### src/rtl/alu_seq_pkg.sv
// Shared types for the ALU command sequencer: FSM states, the queued command
// record and the default operand/op/tag widths used by the ALU.
package alu_seq_pkg;

  localparam int DATA_W_DEF = 8;
  localparam int A_OP_W_DEF = 3;
  localparam int B_OP_W_DEF = 2;
  localparam int TAG_W_DEF  = 4;

  typedef enum logic [1:0] {
    IDLE  = 2'd0,
    ISSUE = 2'd1,
    WAIT  = 2'd2,
    HOLD  = 2'd3
  } seq_state_e;

  typedef struct packed {
    logic [DATA_W_DEF-1:0] a;
    logic [DATA_W_DEF-1:0] b;
    logic [A_OP_W_DEF-1:0] a_op;
    logic [B_OP_W_DEF-1:0] b_op;
    logic                  a_en;
    logic                  b_en;
    logic [TAG_W_DEF-1:0]  tag;
  } alu_cmd_t;

endpackage

### src/rtl/alu_cmd_fifo.sv
// Synchronous command FIFO of alu_cmd_t records with full/empty flags.
// Pointers wrap naturally because DEPTH is a power of two.
module alu_cmd_fifo
  import alu_seq_pkg::*;
#(
  parameter int DEPTH = 4
) (
  input  logic     clk,
  input  logic     rst_n,
  input  logic     push,
  input  alu_cmd_t wdata,
  input  logic     pop,
  output alu_cmd_t rdata,
  output logic     full,
  output logic     empty
);

  localparam int PW = (DEPTH > 1) ? $clog2(DEPTH) : 1;
  localparam int CW = $clog2(DEPTH + 1);
  localparam logic [CW-1:0] DEPTH_C = CW'(DEPTH);

  alu_cmd_t        mem_q [DEPTH];
  logic [PW-1:0]   wr_ptr_q, wr_ptr_d;
  logic [PW-1:0]   rd_ptr_q, rd_ptr_d;
  logic [CW-1:0]   count_q,  count_d;
  logic            do_push, do_pop;

  assign full    = (count_q == DEPTH_C);
  assign empty   = (count_q == '0);
  assign do_push = push && !full;
  assign do_pop  = pop && !empty;
  assign rdata   = mem_q[rd_ptr_q];

  always_comb begin
    wr_ptr_d = wr_ptr_q + PW'(do_push);
    rd_ptr_d = rd_ptr_q + PW'(do_pop);
    count_d  = count_q + CW'(do_push) - CW'(do_pop);
  end

  always_ff @(posedge clk or negedge rst_n) begin
    if (!rst_n) begin
      wr_ptr_q <= '0;
      rd_ptr_q <= '0;
      count_q  <= '0;
    end else begin
      wr_ptr_q <= wr_ptr_d;
      rd_ptr_q <= rd_ptr_d;
      count_q  <= count_d;
    end
  end

  // Storage carries no reset; occupancy alone decides what is valid.
  always_ff @(posedge clk) begin
    if (do_push) mem_q[wr_ptr_q] <= wdata;
  end

endmodule

### src/rtl/alu_cmd_sequencer.sv
// Queues ALU commands, issues one at a time as a single-cycle ALU_en pulse,
// waits ALU_LAT cycles, captures C and returns it with the command tag.
module alu_cmd_sequencer
  import alu_seq_pkg::*;
#(
  parameter int DATA_W  = DATA_W_DEF,
  parameter int A_OP_W  = A_OP_W_DEF,
  parameter int B_OP_W  = B_OP_W_DEF,
  parameter int TAG_W   = TAG_W_DEF,
  parameter int DEPTH   = 4,
  parameter int ALU_LAT = 1
) (
  input  logic              clk,
  input  logic              rst_n,
  input  logic              cmd_valid,
  output logic              cmd_ready,
  input  logic [DATA_W-1:0] cmd_a,
  input  logic [DATA_W-1:0] cmd_b,
  input  logic [A_OP_W-1:0] cmd_a_op,
  input  logic [B_OP_W-1:0] cmd_b_op,
  input  logic              cmd_a_en,
  input  logic              cmd_b_en,
  input  logic [TAG_W-1:0]  cmd_tag,
  output logic [DATA_W-1:0] A,
  output logic [DATA_W-1:0] B,
  output logic [A_OP_W-1:0] a_op,
  output logic [B_OP_W-1:0] b_op,
  output logic              a_en,
  output logic              b_en,
  output logic              ALU_en,
  input  logic [DATA_W-1:0] C,
  output logic              res_valid,
  input  logic              res_ready,
  output logic [DATA_W-1:0] res_data,
  output logic [TAG_W-1:0]  res_tag,
  output logic              busy
);

  localparam int LAT_W = $clog2(ALU_LAT + 1);
  localparam logic [LAT_W-1:0] LAT_C = LAT_W'(ALU_LAT);
  localparam logic [LAT_W-1:0] ONE_C = LAT_W'(1);

  alu_cmd_t cmd_in, head;
  logic     fifo_full, fifo_empty, fifo_push, fifo_pop;

  seq_state_e        state_q,     state_d;
  logic [DATA_W-1:0] a_q,         a_d;
  logic [DATA_W-1:0] b_q,         b_d;
  logic [A_OP_W-1:0] a_op_q,      a_op_d;
  logic [B_OP_W-1:0] b_op_q,      b_op_d;
  logic              a_en_q,      a_en_d;
  logic              b_en_q,      b_en_d;
  logic              alu_en_q,    alu_en_d;
  logic [TAG_W-1:0]  tag_q,       tag_d;
  logic [LAT_W-1:0]  cnt_q,       cnt_d;
  logic              res_valid_q, res_valid_d;
  logic [DATA_W-1:0] res_data_q,  res_data_d;
  logic [TAG_W-1:0]  res_tag_q,   res_tag_d;

  always_comb begin
    cmd_in.a    = cmd_a;
    cmd_in.b    = cmd_b;
    cmd_in.a_op = cmd_a_op;
    cmd_in.b_op = cmd_b_op;
    cmd_in.a_en = cmd_a_en;
    cmd_in.b_en = cmd_b_en;
    cmd_in.tag  = cmd_tag;
  end

  assign cmd_ready = !fifo_full;
  assign fifo_push = cmd_valid && !fifo_full;

  alu_cmd_fifo #(
    .DEPTH (DEPTH)
  ) u_fifo (
    .clk   (clk),
    .rst_n (rst_n),
    .push  (fifo_push),
    .wdata (cmd_in),
    .pop   (fifo_pop),
    .rdata (head),
    .full  (fifo_full),
    .empty (fifo_empty)
  );

  always_comb begin
    state_d     = state_q;
    a_d         = a_q;
    b_d         = b_q;
    a_op_d      = a_op_q;
    b_op_d      = b_op_q;
    a_en_d      = a_en_q;
    b_en_d      = b_en_q;
    alu_en_d    = 1'b0;
    tag_d       = tag_q;
    cnt_d       = cnt_q;
    res_valid_d = res_valid_q;
    res_data_d  = res_data_q;
    res_tag_d   = res_tag_q;
    fifo_pop    = 1'b0;

    case (state_q)
      IDLE: begin
        // The issue registers are the ALU outputs, so loading them here
        // presents the command during the ISSUE cycle.
        if (!fifo_empty) begin
          fifo_pop = 1'b1;
          a_d      = head.a;
          b_d      = head.b;
          a_op_d   = head.a_op;
          b_op_d   = head.b_op;
          a_en_d   = head.a_en;
          b_en_d   = head.b_en;
          tag_d    = head.tag;
          alu_en_d = 1'b1;
          state_d  = ISSUE;
        end
      end
      ISSUE: begin
        a_en_d  = 1'b0;
        b_en_d  = 1'b0;
        cnt_d   = LAT_C;
        state_d = WAIT;
      end
      WAIT: begin
        if (cnt_q == ONE_C) begin
          res_data_d  = C;
          res_tag_d   = tag_q;
          res_valid_d = 1'b1;
          state_d     = HOLD;
        end else begin
          cnt_d = cnt_q - ONE_C;
        end
      end
      HOLD: begin
        if (res_ready) begin
          res_valid_d = 1'b0;
          state_d     = IDLE;
        end
      end
      default: state_d = IDLE;
    endcase
  end

  always_ff @(posedge clk or negedge rst_n) begin
    if (!rst_n) begin
      state_q     <= IDLE;
      a_q         <= '0;
      b_q         <= '0;
      a_op_q      <= '0;
      b_op_q      <= '0;
      a_en_q      <= 1'b0;
      b_en_q      <= 1'b0;
      alu_en_q    <= 1'b0;
      tag_q       <= '0;
      cnt_q       <= '0;
      res_valid_q <= 1'b0;
      res_data_q  <= '0;
      res_tag_q   <= '0;
    end else begin
      state_q     <= state_d;
      a_q         <= a_d;
      b_q         <= b_d;
      a_op_q      <= a_op_d;
      b_op_q      <= b_op_d;
      a_en_q      <= a_en_d;
      b_en_q      <= b_en_d;
      alu_en_q    <= alu_en_d;
      tag_q       <= tag_d;
      cnt_q       <= cnt_d;
      res_valid_q <= res_valid_d;
      res_data_q  <= res_data_d;
      res_tag_q   <= res_tag_d;
    end
  end

  assign A         = a_q;
  assign B         = b_q;
  assign a_op      = a_op_q;
  assign b_op      = b_op_q;
  assign a_en      = a_en_q;
  assign b_en      = b_en_q;
  assign ALU_en    = alu_en_q;
  assign res_valid = res_valid_q;
  assign res_data  = res_data_q;
  assign res_tag   = res_tag_q;
  assign busy      = (state_q != IDLE) || !fifo_empty;

endmodule

### config.mk
export PLATFORM = sky130hd
export DESIGN_NAME = alu_cmd_sequencer
export DESIGN_NICKNAME = d
export VERILOG_FILES = /design/src/rtl/alu_seq_pkg.sv /design/src/rtl/alu_cmd_fifo.sv /design/src/rtl/alu_cmd_sequencer.sv
export SDC_FILE = /design/constraint.sdc
export NUM_CORES = 1
export LEC_CHECK = 0
export ABC_AREA = 1
export CORE_MARGIN = 3
export CORE_UTILIZATION = 59
export CTS_CLUSTER_DIAMETER = 60
export DETAILED_ROUTE_END_ITERATION = 8
export GPL_TIMING_DRIVEN = 0
export PLACE_DENSITY = 0.9
export SYNTH_ARGS = -nofsm -noshare
export SYNTH_HDL_FRONTEND = slang
export SYNTH_HIERARCHICAL = 1
export SYNTH_SLANG_ARGS = --single-unit
### constraint.sdc
create_clock -name clk -period 3.6 [get_ports clk]
set_input_delay 0.72 -clock clk [delete_from_list [all_inputs] [get_ports clk]]
set_output_delay 0.72 -clock clk [all_outputs]
set_load 0.1 [all_outputs]
==> results of run 1 <==
-- worst max-delay path: cells and delay by family (launching register included) --
family        cells  cell delay [ns]
simple gates      3             0.43
buf+inv           2             1.29
flops             1             0.40
-- flip-flops by register name, indices dropped and copies added, names as in the netlist, 3 cells and up --
signal / flops
u_fifo/mem_q: 108
A: 8
B: 8
res_data: 8
res_tag: 4
tag_q: 4
a_op: 3
u_fifo/count_q: 3
-- final timing paths --
check | depth (start not counted) | slack (ns) | endpoint
max reg2reg | 13 | 0.90 | u_fifo/count_q[2]$_DFF_PN0_
min reg2reg | 2 | 0.47 | res_data[4]$_DFFE_PN0P_
min | 1 | 0.20 | u_fifo/count_q[1]$_DFF_PN0_
max in group asynchronous | 2 | 2.84 | a_op[0]$_DFFE_PN0P_
max | 5 | 0.24 | busy
min in group clk | 2 | 0.47 | res_data[4]$_DFFE_PN0P_
-- layout make-up --
class	count	area (sq um)
multi-input combinational	329	1570
inverter	24	95.1
clock buffer	18	418
tap	136	170
timing repair buffer	78	786
fill	626	2510
clock inverter	13	141
buffer	24	168
sequential	159	4520
-- metal layers --
| metal | vias to the layer above | routed length [microns] | GRT usage | share of wire |
|---|---|---|---|---|
| li1 | 2004 | - | - | - |
| met1 | 2168 | 5410 | 0.299 | 0.36 |
| met2 | 259 | 7750 | 0.461 | 0.52 |
| met3 | 46 | 1310 | 0.0699 | 0.088 |
| met4 | 0 | 420 | 0.127 | 0.028 |
| met5 | - | 0 | 0 | 0 |
-- stage by stage --
step | setup TNS, ns | util | hold slack [ns] | setup WS, ns | area [sq um]
final | 0 | 0.758 | 0.202 | 0.244 | 7860
after global routing | 0 | 0.758 | 0.222 | 0.146 | 7860
after CTS | 0 | 0.758 | 0.205 | 0.234 | 7860
after detailed placement | 0 | 0.704 | 0.461 | 0.789 | 7300
after global placement | -23.59 | 0.700 | 0.453 | -0.225 | 7260
after floorplan | 0 | - | 0.424 | 1.07 | 6320
-- cells by family (layout without fill, tap and decap cells) --
family                   Yosys count  after routing  share of synthesized area
adder cells (fa/ha/maj)            9              9                     0.0190
AND/OR/NAND/NOR                  222            222                      0.140
AO/OA/AOI/OAI                     96             96                     0.0814
XOR/XNOR                           2              2                    0.00277
buffers and inverters             48            157                     0.0416
flip-flops                       159            159                      0.715
-- placed cells by master, fill, tap and decap left out, drive strengths merged --
cell type      count
nor2              88
fa                 1
clkdlybuf4s50     76
buf               22
o21ai             93
clkbuf            22
clkinv             7
nand3             12
ha                 8
xnor2              1
nand2            118
inv               26
o211ai             1
a21boi             2
dfrtp             51
edfxtp           108
clkinvlp           2
nand4              3
xor2               1
or2                1
bufinv             2
==> impl_metrics.json, run 1 <==
{
  "status": "finished clean",
  "synth_top_area_share": 0.513,
  "critPathLaunchType": "register",
  "synth_ff_type": "edfxtp_1",
  "finalNetCount": 681,
  "critical_path.max_stage_delay_ns": 1.17,
  "cts_tree": "done",
  "grt-ovfl-total": 0,
  "avgSynthCellArea_sq_um": 11.8,
  "clock_sinks": 159,
  "drive_gt1_frac": 0.112,
  "drtAntennaViolNets": 0,
  "vias": 4477,
  "placement.io_buffers": 77,
  "worst-setup-path-type": "register to output pin",
  "worstSetupStartpoint": "u_fifo/count_q[0]$_DFF_PN0_",
  "grt_max_degree": 31,
  "seq_area_frac_synth": 0.715,
  "period_share": 0.932,
  "syn_nets": 584,
  "instances_no_fill": 781,
  "clk_pin_slew_ns": 0.06,
  "synth_area_sq_um": 6320,
  "rsz0062_at_grt": "no",
  "antenna_found_initial": 0,
  "core_area_sq_um": 10400,
  "synth_warnings": 6,
  "clock_skew_ns": 0.00432,
  "cp_data_required_time_ns": 2.88,
  "cp_slowest_cell": "clkdlybuf4s50_1",
  "crit_top_cell": "nand2_1",
  "cts_resized": 0,
  "drv_slew": 0,
  "hold_buffers": 0,
  "ios": 78,
  "setup-violations-final": 0,
  "crit_arrival_ns": 2.64,
  "relSlewSlack": 0.324,
  "syn_inst": 536,
  "htree_levels": 4,
  "hold_viol_final": 0,
  "async_flop_share": 0.321,
  "diodes": 0,
  "max_freq_mhz": 298,
  "initialDrtViolationCount": 487,
  "synth_area_leaders": "edfxtp_1 51%, dfrtp_1 20%, nand2_1 6.7%",
  "r2r-start": "u_fifo/count_q[0]$_DFF_PN0_",
  "initial_core_util": 0.609,
  "worst_setup_path_end_kind": "output pin",
  "clockBufferDepth": 2,
  "synth-seq-cells": 159,
  "hpwl_microns": 9090,
  "grt_pass1_wl_microns": 23100,
  "std_cell_rows": 37,
  "synthTopCellsByCount": "112 x nand2_1, 108 x edfxtp_1, 88 x nor2_1, 59 x o21ai_0, 51 x dfrtp_1",
  "grt_pass1_vias": 4615,
  "critPathMaxFanout": 4,
  "dr.pass1.iters": 5,
  "dp.cells": 750,
  "min_path_type": "input port to async pin",
  "clk_latency_ns": 0.52,
  "syn2layout_area_growth_pct": 24.5,
  "yosysMostFrequentCell": "nand2_1",
  "cts_buffers": 17,
  "crit_chain": "nor2_1 -> nand2_1 -> inv_1 -> nand2_1 -> clkdlybuf4s50_1",
  "vias_per_cell": 5.73,
  "drc": 0,
  "cts_setup_buffers": 0,
  "die_y_microns": 109,
  "fin_crit_ns": 3.36,
  "yosysTopAreaCell": "edfxtp_1",
  "synth_edf_count": 108,
  "gr-usage-all-layers": 0.263,
  "root_buffer": "clkbuf_8",
  "drt-wirelength-per-cell_microns": 19.1,
  "gp_congestion": 0.749,
  "die_w_microns": 109,
  "max_cap_violations": 0,
  "fp.dieArea_sq_um": 12000,
  "synth_cell_types": 26,
  "worstMarginPinSlew_ns": 1.01,
  "wl_microns": 14900
}
Power of run 1 is left out: the tool's default activity adds up to more than one toggle a clock period on the data nets, which glitch-free logic cannot reach.
==> run 2: changes to the inputs <==
--- a/config.mk
+++ b/config.mk
@@ -12,6 +12,7 @@
 export DETAILED_ROUTE_END_ITERATION = 8
 export GPL_TIMING_DRIVEN = 0
 export PLACE_DENSITY = 0.9
+export SETUP_SLACK_MARGIN = 0.1
 export SYNTH_ARGS = -nofsm -noshare
 export SYNTH_HDL_FRONTEND = slang
 export SYNTH_HIERARCHICAL = 1
==> results of run 2 <==
Final layout, timing and power as in run 1 (identical DEF).
Power of run 2 is left out for the same reason.
==> run 3: changes to the inputs <==
--- a/config.mk
+++ b/config.mk
@@ -6,6 +6,7 @@
 export NUM_CORES = 1
 export LEC_CHECK = 0
 export ABC_AREA = 1
+export CAP_MARGIN = 10
 export CORE_MARGIN = 3
 export CORE_UTILIZATION = 59
 export CTS_CLUSTER_DIAMETER = 60
==> results of run 3 <==
Final layout, timing and power as in run 1 (identical DEF).
Power of run 3 is left out for the same reason.
